File: src/rtl/simdive_issue_ctrl.sv
// Issue controller that arbitrates two requesters onto a hybrid SIMD multiplier-divider.
// Define SIMDIVE_PAIRING_EN to pack two narrow requests into one dual-lane issue.
module simdive_issue_ctrl #(
   parameter int N   = 16,
   parameter int lgN = 4
) (
   input  logic             clk,
   input  logic             rst_n,
   input  logic             a_valid,
   input  logic             b_valid,
   output logic             a_ready,
   output logic             b_ready,
   input  logic             a_wide,
   input  logic             b_wide,
   input  logic             a_div,
   input  logic             b_div,
   input  logic [N-1:0]     a_x,
   input  logic [N-1:0]     a_y,
   input  logic [N-1:0]     b_x,
   input  logic [N-1:0]     b_y,
   output logic             a_rsp_valid,
   output logic             b_rsp_valid,
   input  logic             a_rsp_ready,
   input  logic             b_rsp_ready,
   output logic [2*N-1:0]   a_rsp_data,
   output logic [2*N-1:0]   b_rsp_data,
   output logic [N-1:0]     dp_input1,
   output logic [N-1:0]     dp_input2,
   output logic             dp_mode,
   output logic [2:0]       dp_func,
   input  logic [2*N-1:0]   dp_result
);

   localparam int H = 1 << (lgN - 1);

   typedef enum logic [1:0] {IDLE = 2'd0, EXEC = 2'd1, RESP = 2'd2} state_t;

   state_t           state_r;
   logic             ptr_r;
   logic             pair_r;
   logic             a_iss_r, b_iss_r;
   logic             a_wide_r, b_wide_r;
   logic             a_div_r, b_div_r;
   logic             a_rsp_valid_r, b_rsp_valid_r;
   logic [2*N-1:0]   a_rsp_data_r, b_rsp_data_r;
   logic [N-1:0]     dp_input1_r, dp_input2_r;
   logic             dp_mode_r;
   logic [2:0]       dp_func_r;

   logic             pair_s, grant_a_s, grant_b_s;
   logic             s_wide_s, s_div_s;
   logic [N-1:0]     s_x_s, s_y_s, in1_s, in2_s;
   logic [2:0]       func_s;
   logic             a_zero_s, b_zero_s;
   logic [2*N-1:0]   a_res_s, b_res_s;
   logic             a_left_s, b_left_s;

   // Zero-divisor override, then wide/narrow selection with zero extension.
   function automatic logic [2*N-1:0] lane_result(input logic div, input logic zero, input logic wide,
                                                  input logic [N-1:0] narrow_res, input logic [2*N-1:0] full_res);
      logic [2*N-1:0] r;
      if (div && zero)
         r = wide ? {(2*N){1'b1}} : {{N{1'b0}}, {N{1'b1}}};
      else if (wide)
         r = full_res;
      else
         r = {{N{1'b0}}, narrow_res};
      return r;
   endfunction

   // Issue decision: pairing, round-robin grant and datapath operand packing.
   always_comb begin
`ifdef SIMDIVE_PAIRING_EN
      pair_s = a_valid && b_valid && !a_wide && !b_wide;
`else
      pair_s = 1'b0;
`endif
      grant_a_s = rst_n && (state_r == IDLE) && a_valid && (pair_s || !b_valid || !ptr_r);
      grant_b_s = rst_n && (state_r == IDLE) && b_valid && (pair_s || !a_valid || ptr_r);
      s_wide_s  = grant_a_s ? a_wide : b_wide;
      s_div_s   = grant_a_s ? a_div  : b_div;
      s_x_s     = grant_a_s ? a_x    : b_x;
      s_y_s     = grant_a_s ? a_y    : b_y;
      if (pair_s) begin
         in1_s  = {a_x[H-1:0], b_x[H-1:0]};
         in2_s  = {a_y[H-1:0], b_y[H-1:0]};
         func_s = (a_div && b_div) ? 3'b111 : {1'b0, a_div, b_div};
      end else begin
         in1_s  = s_wide_s ? s_x_s : {{(N-H){1'b0}}, s_x_s[H-1:0]};
         in2_s  = s_wide_s ? s_y_s : {{(N-H){1'b0}}, s_y_s[H-1:0]};
         func_s = {s_div_s, 2'b00};
      end
   end

   // Response formation from the datapath result and outstanding-response tracking.
   always_comb begin
      a_zero_s = pair_r ? (dp_input2_r[N-1:H] == {(N-H){1'b0}}) : (dp_input2_r == {N{1'b0}});
      b_zero_s = pair_r ? (dp_input2_r[H-1:0] == {H{1'b0}})     : (dp_input2_r == {N{1'b0}});
      a_res_s  = lane_result(a_div_r, a_zero_s, a_wide_r,
                             pair_r ? dp_result[2*N-1:N] : dp_result[N-1:0], dp_result);
      b_res_s  = lane_result(b_div_r, b_zero_s, b_wide_r, dp_result[N-1:0], dp_result);
      a_left_s = a_rsp_valid_r && !a_rsp_ready;
      b_left_s = b_rsp_valid_r && !b_rsp_ready;
   end

   // Transaction FSM with registered datapath operands and responses.
   always_ff @(posedge clk or negedge rst_n) begin
      if (!rst_n) begin
         state_r       <= IDLE;
         ptr_r         <= 1'b0;
         pair_r        <= 1'b0;
         a_iss_r       <= 1'b0;
         b_iss_r       <= 1'b0;
         a_wide_r      <= 1'b0;
         b_wide_r      <= 1'b0;
         a_div_r       <= 1'b0;
         b_div_r       <= 1'b0;
         a_rsp_valid_r <= 1'b0;
         b_rsp_valid_r <= 1'b0;
         a_rsp_data_r  <= {(2*N){1'b0}};
         b_rsp_data_r  <= {(2*N){1'b0}};
         dp_input1_r   <= {N{1'b0}};
         dp_input2_r   <= {N{1'b0}};
         dp_mode_r     <= 1'b0;
         dp_func_r     <= 3'b000;
      end else begin
         case (state_r)
            IDLE: begin
               if (grant_a_s || grant_b_s) begin
                  state_r     <= EXEC;
                  a_iss_r     <= grant_a_s;
                  b_iss_r     <= grant_b_s;
                  pair_r      <= pair_s;
                  a_wide_r    <= a_wide;
                  b_wide_r    <= b_wide;
                  a_div_r     <= a_div;
                  b_div_r     <= b_div;
                  dp_input1_r <= in1_s;
                  dp_input2_r <= in2_s;
                  dp_mode_r   <= pair_s;
                  dp_func_r   <= func_s;
                  if (!pair_s)
                     ptr_r <= ~ptr_r;
               end
            end
            EXEC: begin
               state_r       <= RESP;
               a_rsp_valid_r <= a_iss_r;
               b_rsp_valid_r <= b_iss_r;
               if (a_iss_r)
                  a_rsp_data_r <= a_res_s;
               if (b_iss_r)
                  b_rsp_data_r <= b_res_s;
            end
            RESP: begin
               a_rsp_valid_r <= a_left_s;
               b_rsp_valid_r <= b_left_s;
               if (!a_left_s && !b_left_s)
                  state_r <= IDLE;
            end
            default: state_r <= IDLE;
         endcase
      end
   end

   assign a_ready     = grant_a_s;
   assign b_ready     = grant_b_s;
   assign a_rsp_valid = a_rsp_valid_r;
   assign b_rsp_valid = b_rsp_valid_r;
   assign a_rsp_data  = a_rsp_data_r;
   assign b_rsp_data  = b_rsp_data_r;
   assign dp_input1   = dp_input1_r;
   assign dp_input2   = dp_input2_r;
   assign dp_mode     = dp_mode_r;
   assign dp_func     = dp_func_r;

endmodule

File: config.mk
export PLATFORM = sky130hd
export DESIGN_NAME = simdive_issue_ctrl
export DESIGN_NICKNAME = d
export VERILOG_FILES = /design/src/rtl/simdive_issue_ctrl.sv
export SDC_FILE = /design/constraint.sdc
export NUM_CORES = 1
export LEC_CHECK = 0
export ABC_AREA = 0
export BUFFER_PORTS_ARGS = -buffer_cell sky130_fd_sc_hd__buf_2
export CORE_MARGIN = 2
export CORE_UTILIZATION = 50
export DETAILED_ROUTE_END_ITERATION = 8
export PLACE_DENSITY = 0.8
export SLEW_MARGIN = 30
export SYNTH_ARGS = -nofsm -noshare
export SYNTH_HDL_FRONTEND = slang
export SYNTH_SLANG_ARGS = --single-unit
File: constraint.sdc
create_clock -name clk -period 3.3 [get_ports clk]
set_input_delay 0.33 -clock clk [delete_from_list [all_inputs] [get_ports clk]]
set_output_delay 0.33 -clock clk [all_outputs]
set_load 0.02 [all_outputs]
==> results of run 1 <==
## final timing paths
check / to / slack, ps / startpoint / cells past startpoint
max: a_ready / 770 / rst_n / 7
min: dp_input1[13] / 150 / b_x[13] / 2
max reg2reg: dp_input2[11] / 1130 / state_r[0] / 7
min reg2reg: b_rsp_data[25] / 500 / b_rsp_data[25] / 2
max in group asynchronous: b_rsp_data[11] / 1830 / rst_n / 3
min in group asynchronous: a_rsp_data[2] / 450 / rst_n / 2
## final cells by class
class	instances	area (µm²)	share of cell area (%)
clock buffers	10	128	2.14
clock inverters	6	48.8	0.817
inverters	5	18.8	0.314
multi-input cells	330	1830	30.6
flip-flops and latches	108	2700	45.2
well taps	129	161	2.70
repair buffers	212	1080	18.2
## placed cells by master (no fill, tap or decap), drive strengths merged
master and instances:
buf 211, nand2 127, dfrtp 108, nand3 99, o21ai 22, a22o 18, a21o 17, mux2i 16
clkbuf 10, inv 7, nor4 4, ha 4, nand2b 3, and3 3, conb 3, and2 3
nand4 2, a21oi 2, clkinvlp 2, and4 2, clkinv 2, o21a 1, mux2 1, xnor2 1
nor2b 1, a221o 1, dlygate4sd3 1
## state kept, by name, indices dropped and copies added, names as in the netlist
register / cells
a_iss_r: 1
state_r: 2
a_wide_r: 1
a_div_r: 1
a_rsp_valid: 1
a_rsp_data: 32
b_div_r: 1
dp_input2: 16
b_iss_r: 1
dp_input1: 16
ptr_r: 1
b_rsp_valid: 1
b_wide_r: 1
dp_func: 1
b_rsp_data: 32
## what timing repair did
item / in CTS / in global routing
hold buffers: 1 / 0
endpoints found under the hold margin: 31 / 0
setup endpoints to repair: 0 / 0
setup buffers: 0 / 0
## critical path: stages
cell and delay, ps:
dlygate4sd3_1 530, buf_4 390, and2_4 260, nand3_1 130
buf_4 250, inv_1 100, buf_2 170
## per-layer routing
layer | global-route usage (%) | vias up | wire (µm)
li1 | - | 2001 | -
met1 | 33.1 | 2034 | 5210
met2 | 42.3 | 224 | 6400
met3 | 5.38 | 14 | 1100
met4 | 6.55 | 0 | 174
met5 | 0 | - | 0
## kinds of logic (layout without fill, tap and decap cells)
| kind of cell | Yosys count | in the layout | share of synthesized area (%) |
|---|---|---|---|
| muxes | 17 | 17 | 3.61 |
| adders and majority gates | 4 | 4 | 1.05 |
| and+or+nand+nor | 244 | 244 | 24.2 |
| AOI/OAI and AO/OA | 61 | 61 | 8.91 |
| xor gates and xnor gates | 1 | 1 | 0.185 |
| other | 1 | 3 | 0.0790 |
| DFF | 108 | 108 | 56.9 |
| buffers and inverters | 42 | 233 | 4.98 |
## power by group
group	total, W	switching [W]	internal [W]
Sequential	0.00236	0.000454	0.00191
Clock	0.000752	0.000468	0.000283
Combinational	0.00260	0.00165	0.000946
Total	0.00571	0.00257	0.00314
## per-stage QoR
step | hold slack, ps | power [W] | utilization, %
final | 154 | 0.00571 | 64.7
after global routing | 142 | 0.00611 | 64.7
after CTS | 149 | 0.00575 | 64.6
after detailed placement | 308 | 0.00500 | 62.6
after global placement | 296 | 0.00489 | 62.5
after floorplan | 34.4 | 0.00404 | -
==> impl_metrics.yaml, run 1 <==
outcome:
  status: "finished clean"
clock_tree:
  numCtsBuffers: 9
  h-tree-depth: 3
  clock_path_buffers: 2
  cts_root_buffer: "clkbuf_8"
  clkTransAtPathRegs_ps: 100
  cts.repair.resized: 0
  cts_tree: "yes"
  clock-sinks: 108
  clock_latency_ps: 370
cells_and_area:
  fill_cells: 785
  drive_gt1_share_pct: 35.2
  areaGrowthSynthToFinish_pct: 25.9
  fin_area_um2: 5970
  nNetsFinal: 776
  n_antenna_cell: 0
  finalNonFillerCells: 800
setup_path:
  crit_type: "input pin to output port"
  critPathRequiredTime_ps: 2970
  path_max_fanout: 33
  endpoint_kind: "output port"
  cp-start-kind: "input pin"
  arrival_ps: 2200
synthesis:
  synth_commonest_cells: "nand2_1 (127), dfrtp_1 (108), nand3_1 (97)"
  synth_top_area_share_pct: 56.9
  synth_area_leaders: "dfrtp_1 (57%), nand3_1 (10%), nand2_1 (10%)"
  ys_seq_area_share_pct: 56.9
  async_flop_share_pct: 100
  yosysTopAreaCell: "dfrtp_1"
  ys.flop_type: "dfrtp_1"
  synth_most_common_cell: "nand2_1"
  ys_ff_latch: 108
  synth_warnings: 0
  synth_edf_count: 0
  syn_area_per_cell_um2: 9.93
  synthCells: 478
  synthDistinctLibCells: 32
  synth_area_um2: 4750
power_and_ir_drop:
  power.density_nw_per_um2: 955
  p_leak_nw: 3.48
  peakVddDrop_v: 0.000418
placement:
  dp_cells: 783
  placedInstanceArea_um2: 5780
  port_buffers: 206
  hpwl_um: 9390
  pre_cts_ws_ps: 1120
  place_congestion: 0.826
timing:
  post-route-period-util_pct: 76.6
  fmax_ghz: 0.396
  finalWorstSetupSlack_ps: 774
  setup_tns_ps: 0
  rsz0062_at_grt: "no"
  hold_violations: 0
  slew_headroom_pct: 54.3
  skew_ps: 13.5
  slew_viol_final: 0
  worst_pin_slew_ps: 685
  fin_crit_ps: 2530
  setup_violations: 0
global_routing:
  grt_pass1_wl_um: 20200
  antenna_found_initial: 0
  grt_overflow_total: 0
  grt_pass1_vias: 4068
  track_usage_pct: 25.1
  grt_max_degree: 78
drt:
  drt-total-wl_um: 12900
  ant_nets: 0
  wl_per_cell_um: 16.1
  vias: 4273
  via_per_inst: 5.34
  drt-initial-drc-count: 213
  dr.pass1.iters: 4
  drc_errors: 0
floorplanning:
  die_w_um: 101
  initial_core_util_pct: 51.4
  die_area_um2: 10300
  dieHeight_um: 101
  io_pins: 210
  rows: 35
  core_um2: 9240
min_path:
  hold_class: "input pin to flop"
flow_run:
  cap_violations: 0
Power figures use the tool's default switching activity.
==> run 2: changes to the inputs <==
--- a/config.mk
+++ b/config.mk
@@ -8,9 +8,9 @@
 export ABC_AREA = 0
 export BUFFER_PORTS_ARGS = -buffer_cell sky130_fd_sc_hd__buf_2
 export CORE_MARGIN = 2
-export CORE_UTILIZATION = 50
+export CORE_UTILIZATION = 43
 export DETAILED_ROUTE_END_ITERATION = 8
-export PLACE_DENSITY = 0.8
+export PLACE_DENSITY = 0.73
 export SLEW_MARGIN = 30
 export SYNTH_ARGS = -nofsm -noshare
 export SYNTH_HDL_FRONTEND = slang
==> constraint.sdc (replaced) <==
create_clock -name clk -period 2.3 [get_ports clk]
set_input_delay 0.23 -clock clk [delete_from_list [all_inputs] [get_ports clk]]
set_output_delay 0.23 -clock clk [all_outputs]
set_load 0.02 [all_outputs]
==> impl_metrics.yaml, run 2 (synthesis results as in run 1) <==
clock_tree:
  cts_setup_buffers: 0
  clock_path_buffers: 2
  cts_root_buffer: "clkbuf_8"
  postCtsHoldBufs: 1
  clkTransAtPathRegs_ps: 100
  numCtsBuffers: 9
  h-tree-depth: 3
  cts.repair.resized: 0
  clock_latency_ps: 370
  cts_tree: "yes"
  clock-sinks: 108
global_routing:
  grt_pass1_wl_um: 20000
  grt_max_degree: 60
  antenna_found_initial: 0
  grt_overflow_total: 0
  grt_pass1_vias: 4089
  track_usage_pct: 21.6
placement:
  port_buffers: 206
  place_congestion: 0.791
  dp_cells: 801
  hpwl_um: 9370
  pre_cts_ws_ps: 348
drt:
  wl_per_cell_um: 15.7
  drc_errors: 0
  via_per_inst: 5.24
  drt-total-wl_um: 12800
  vias: 4267
  drt-initial-drc-count: 175
  ant_nets: 0
  dr.pass1.iters: 4
setup_path:
  arrival_ps: 1820
  crit_chain: "inv_1, ha_1, and2_4, nand3_1, buf_4, inv_1, buf_2"
  cp_slowest_cell: "dfrtp_1"
  crit_buf_inv: 4
  critical_path.max_stage_delay_ps: 420
  path_common_cell: "inv_1"
  crit_type: "flop to output port"
  critPathRequiredTime_ps: 2070
  endpoint_kind: "output port"
  path_max_fanout: 10
  crit_family: "buffers and inverters"
  cp-start-kind: "flop"
flow_run:
  cap_violations: 0
timing:
  slew_headroom_pct: 47.0
  fin_crit_ps: 2050
  slew_viol_final: 0
  skew_ps: 15.5
  worst_pin_slew_ps: 792
  finalWorstSetupSlack_ps: 246
  post-route-period-util_pct: 89.3
  fmax_ghz: 0.487
  rsz0062_at_grt: "no"
  hold_violations: 0
  setup_violations: 0
  setup_tns_ps: 0
power_and_ir_drop:
  p_leak_nw: 3.50
  power.density_nw_per_um2: 1350
  peakVddDrop_v: 0.000696
floorplanning:
  die_area_um2: 11900
  dieHeight_um: 109
  die_w_um: 109
  core_um2: 10800
  initial_core_util_pct: 44.0
  io_pins: 210
  rows: 38
cells_and_area:
  most-common-layout-cells: "buf_2 (205), nand2_1 (127), dfrtp_1 (108), nand3_1 (97), o21ai_0 (21)"
  finalNonFillerCells: 814
  nNetsFinal: 783
  areaGrowthSynthToFinish_pct: 26.4
  drive_gt1_share_pct: 35.2
  fill_cells: 961
  final_common_cell: "buf_2"
  n_antenna_cell: 0
outcome:
  status: "finished clean"
min_path:
  hold_class: "input pin to flop"
-- run 2: cell types whose count changed in the layout (fill, tap and decap cells not counted), sizes merged --
cell      delta
buf          +7
inv          -2
clkinv       -1
clkinvlp     -1
-- run 2: worst paths after layout --
path / depth (start not counted) / slack [ps] / startpoint / endpoint
setup / recovery: 7 / 250 / state_r[0] / a_ready
hold / removal: 2 / 60 / b_y[9] / dp_input2[9]
setup reg to reg: 6 / 350 / state_r[0] / dp_input1[9]
hold reg to reg: 2 / 490 / dp_input1[0] / dp_input1[0]
max in group asynchronous: 3 / 1150 / rst_n / a_rsp_data[13]
min in group asynchronous: 3 / 610 / rst_n / a_rsp_data[27]
-- run 2: worst reg2reg max path: stages (launching register included) --
cell	delay (ps)
dfrtp_1	420
inv_1	100
ha_1	200
and2_4	190
o21a_1	210
and3_1	570
a21o_1	220
-- run 2: where the power goes --
part | leakage [nW] | internal, W | total (W) | switching (W)
clock network | 0.0702 | 0.000374 | 0.000988 | 0.000614
logic | 2.06 | 0.00140 | 0.00375 | 0.00235
registers | 1.37 | 0.00274 | 0.00337 | 0.000635
total | 3.50 | 0.00451 | 0.00811 | 0.00360
-- run 2: final cells by class --
| class | instances | area (µm²) | share of cell area [%] |
|---|---|---|---|
| multi-input combinational | 330 | 1830 | 30.4 |
| clock inverter | 2 | 16.3 | 0.271 |
| tap | 140 | 175 | 2.92 |
| timing repair buffer | 219 | 1130 | 18.9 |
| inverter | 5 | 18.8 | 0.313 |
| sequential | 108 | 2700 | 45.0 |
| clock buffer | 10 | 128 | 2.13 |
-- run 2: through the flow --
stage	cell area, µm²	util, %	hold slack [ps]	power (W)
final	6000	55.6	62.2	0.00811
after global routing	6000	55.6	46.3	0.00869
after CTS	6000	55.6	41.3	0.00817
after detailed placement	5850	54.2	410	0.00718
after global placement	5850	54.2	406	0.00707
after floorplan	4750	-	-65.6	0.00579
-- run 2: per-layer routing --
layer | part of all wire (%) | vias up | wire (µm) | GRT usage [%]
met2 | 47 | 200 | 6020 | 35.0
met5 | 0 | - | 0 | 0
li1 | - | 2009 | - | -
met1 | 42 | 2044 | 5420 | 28.4
met3 | 9.2 | 14 | 1180 | 6.46
met4 | 1.2 | 0 | 149 | 5.95
==> run 3: changes to the inputs <==
--- a/config.mk
+++ b/config.mk
@@ -8,9 +8,9 @@
 export ABC_AREA = 0
 export BUFFER_PORTS_ARGS = -buffer_cell sky130_fd_sc_hd__buf_2
 export CORE_MARGIN = 2
-export CORE_UTILIZATION = 43
+export CORE_UTILIZATION = 50
 export DETAILED_ROUTE_END_ITERATION = 8
-export PLACE_DENSITY = 0.73
+export PLACE_DENSITY = 0.8
 export SLEW_MARGIN = 30
 export SYNTH_ARGS = -nofsm -noshare
 export SYNTH_HDL_FRONTEND = slang
==> constraint.sdc (replaced) <==
create_clock -name clk -period 2.5 [get_ports clk]
set_input_delay 0.25 -clock clk [delete_from_list [all_inputs] [get_ports clk]]
set_output_delay 0.25 -clock clk [all_outputs]
set_load 0.02 [all_outputs]
==> impl_metrics.yaml, run 3 (synthesis results as in run 1) <==
outcome:
  status: "finished, violations left"
  violations: "hold timing"
setup_path:
  crit_chain: "inv_1, ha_1, and2_4, nand3_1, buf_4, inv_1, buf_2"
  cp-start-kind: "flop"
  worst_r2r_endpoint: "dp_input1[12]"
  reg2reg_from: "state_r[0]"
  cp_slowest_cell: "dfrtp_1"
  r2r_setup_slack_ps: 600
  path_max_fanout: 20
  endpoint_kind: "output port"
  critPathRequiredTime_ps: 2250
  worstRegToRegCells: 6
  arrival_ps: 1890
  critical_path.max_stage_delay_ps: 400
  crit_type: "flop to output port"
  path_common_cell: "inv_1"
global_routing:
  grt_pass1_wl_um: 19300
  grt_pass1_vias: 4042
  antenna_found_initial: 0
  grt_max_degree: 61
  grt_overflow_total: 0
  track_usage_pct: 23.8
clock_tree:
  clock_latency_ps: 360
  clkTransAtPathRegs_ps: 110
  postCtsHoldBufs: 0
  h-tree-depth: 3
  cts_root_buffer: "clkbuf_8"
  cts.repair.resized: 0
  cts_tree: "yes"
  cts_setup_buffers: 0
  numCtsBuffers: 9
  clock-sinks: 108
  clock_path_buffers: 2
cells_and_area:
  n_antenna_cell: 0
  nNetsFinal: 780
  most-common-layout-cells: "buf_2 (205), nand2_1 (127), dfrtp_1 (108), nand3_1 (97), o21ai_0 (21)"
  final_common_cell: "buf_2"
  drive_gt1_share_pct: 35.6
  fin_area_um2: 6010
  areaGrowthSynthToFinish_pct: 26.7
timing:
  timing.hold.ws_ps: -0.482
  skew_ps: 16.8
  fmax_ghz: 0.467
  post-route-period-util_pct: 85.7
  worst_pin_slew_ps: 812
  setup_tns_ps: 0
  slew_viol_final: 0
  fin_crit_ps: 2140
  slew_headroom_pct: 45.7
  rsz0062_at_grt: "no"
  setup_violations: 0
  hold_violations: 1
placement:
  placedInstanceArea_um2: 5820
  place_congestion: 0.838
  hpwl_um: 9240
  port_buffers: 206
drt:
  vias: 4223
  ant_nets: 0
  drc_errors: 0
  wl_per_cell_um: 15.4
  dr.pass1.iters: 4
  drt-total-wl_um: 12400
  drt-initial-drc-count: 138
  via_per_inst: 5.25
floorplanning:
  die_area_um2: 10300
  dieHeight_um: 101
  rows: 35
  core_um2: 9240
  initial_core_util_pct: 51.4
  io_pins: 210
  die_w_um: 101
power_and_ir_drop:
  p_leak_nw: 3.52
  power.density_nw_per_um2: 1260
  peakVddDrop_v: 0.000567
flow_run:
  cap_violations: 0
min_path:
  hold_class: "input pin to asynchronous set/reset pin"
## run 3: cell count changes in the layout (fill, tap and decap cells not counted), sizes merged
| cell | previous run | this run |
|---|---|---|
| dlygate4sd3 | 1 | 0 |
| buf | 218 | 216 |
| inv | 5 | 7 |
| clkbuf | 10 | 11 |
| clkinvlp | 1 | 0 |
| clkinv | 1 | 3 |
## run 3: worst max path at each step
stage                    endpoint       start
CTS                       a_ready  state_r[0]
finish                    a_ready  state_r[0]
global placement    dp_input1[14]  state_r[0]
global route              a_ready  state_r[0]
detailed placement  dp_input1[12]  state_r[1]
floorplan              dp_func[2]  state_r[0]
## run 3: cell type report
| class | instances | area [µm²] |
|---|---|---|
| Multi-Input combinational cell | 330 | 1830 |
| Timing Repair Buffer | 216 | 1110 |
| Inverter | 5 | 18.8 |
| Tap cell | 129 | 161 |
| Sequential cell | 108 | 2700 |
| Clock inverter | 5 | 43.8 |
| Fill cell | 801 | 3230 |
| Clock buffer | 11 | 151 |
## run 3: worst max-delay path: cells and delay by family (launching register included)
| family | cells | cell delay (ps) |
|---|---|---|
| buffers and inverters | 4 | 630 |
| adder cells (fa/ha/maj) | 1 | 230 |
| flip-flops | 1 | 400 |
| AND/OR/NAND/NOR | 2 | 260 |
## run 3: report_power, final
group | total, W | switching, W | internal [W]
registers | 0.00310 | 0.000581 | 0.00252
clock network | 0.00104 | 0.000608 | 0.000431
logic | 0.00343 | 0.00215 | 0.00128
## run 3: routing by layer
| metal | wire length, µm | global-route usage (%) | vias to the layer above |
|---|---|---|---|
| li1 | - | - | 2014 |
| met2 | 6000 | 39.8 | 190 |
| met4 | 276 | 7.69 | 0 |
| met1 | 5130 | 31.3 | 1994 |
| met3 | 973 | 4.83 | 25 |
| met5 | 0 | 0 | - |
## run 3: stage by stage
step / util [%] / std cells / total power [W] / hold slack (ps) / worst slack (ps)
6_report: 65.1 / 804 / 0.00757 / -0.482 / 359
5_1_grt: 65.1 / 804 / 0.00809 / 45.7 / 227
4_1_cts: 65.1 / 804 / 0.00763 / 2.68 / 339
3_5_place_dp: 63.0 / 788 / 0.00658 / 410 / 600
3_3_place_gp: 63.0 / 788 / 0.00647 / 405 / 671
2_1_floorplan: - / 480 / 0.00533 / -45.6 / 838
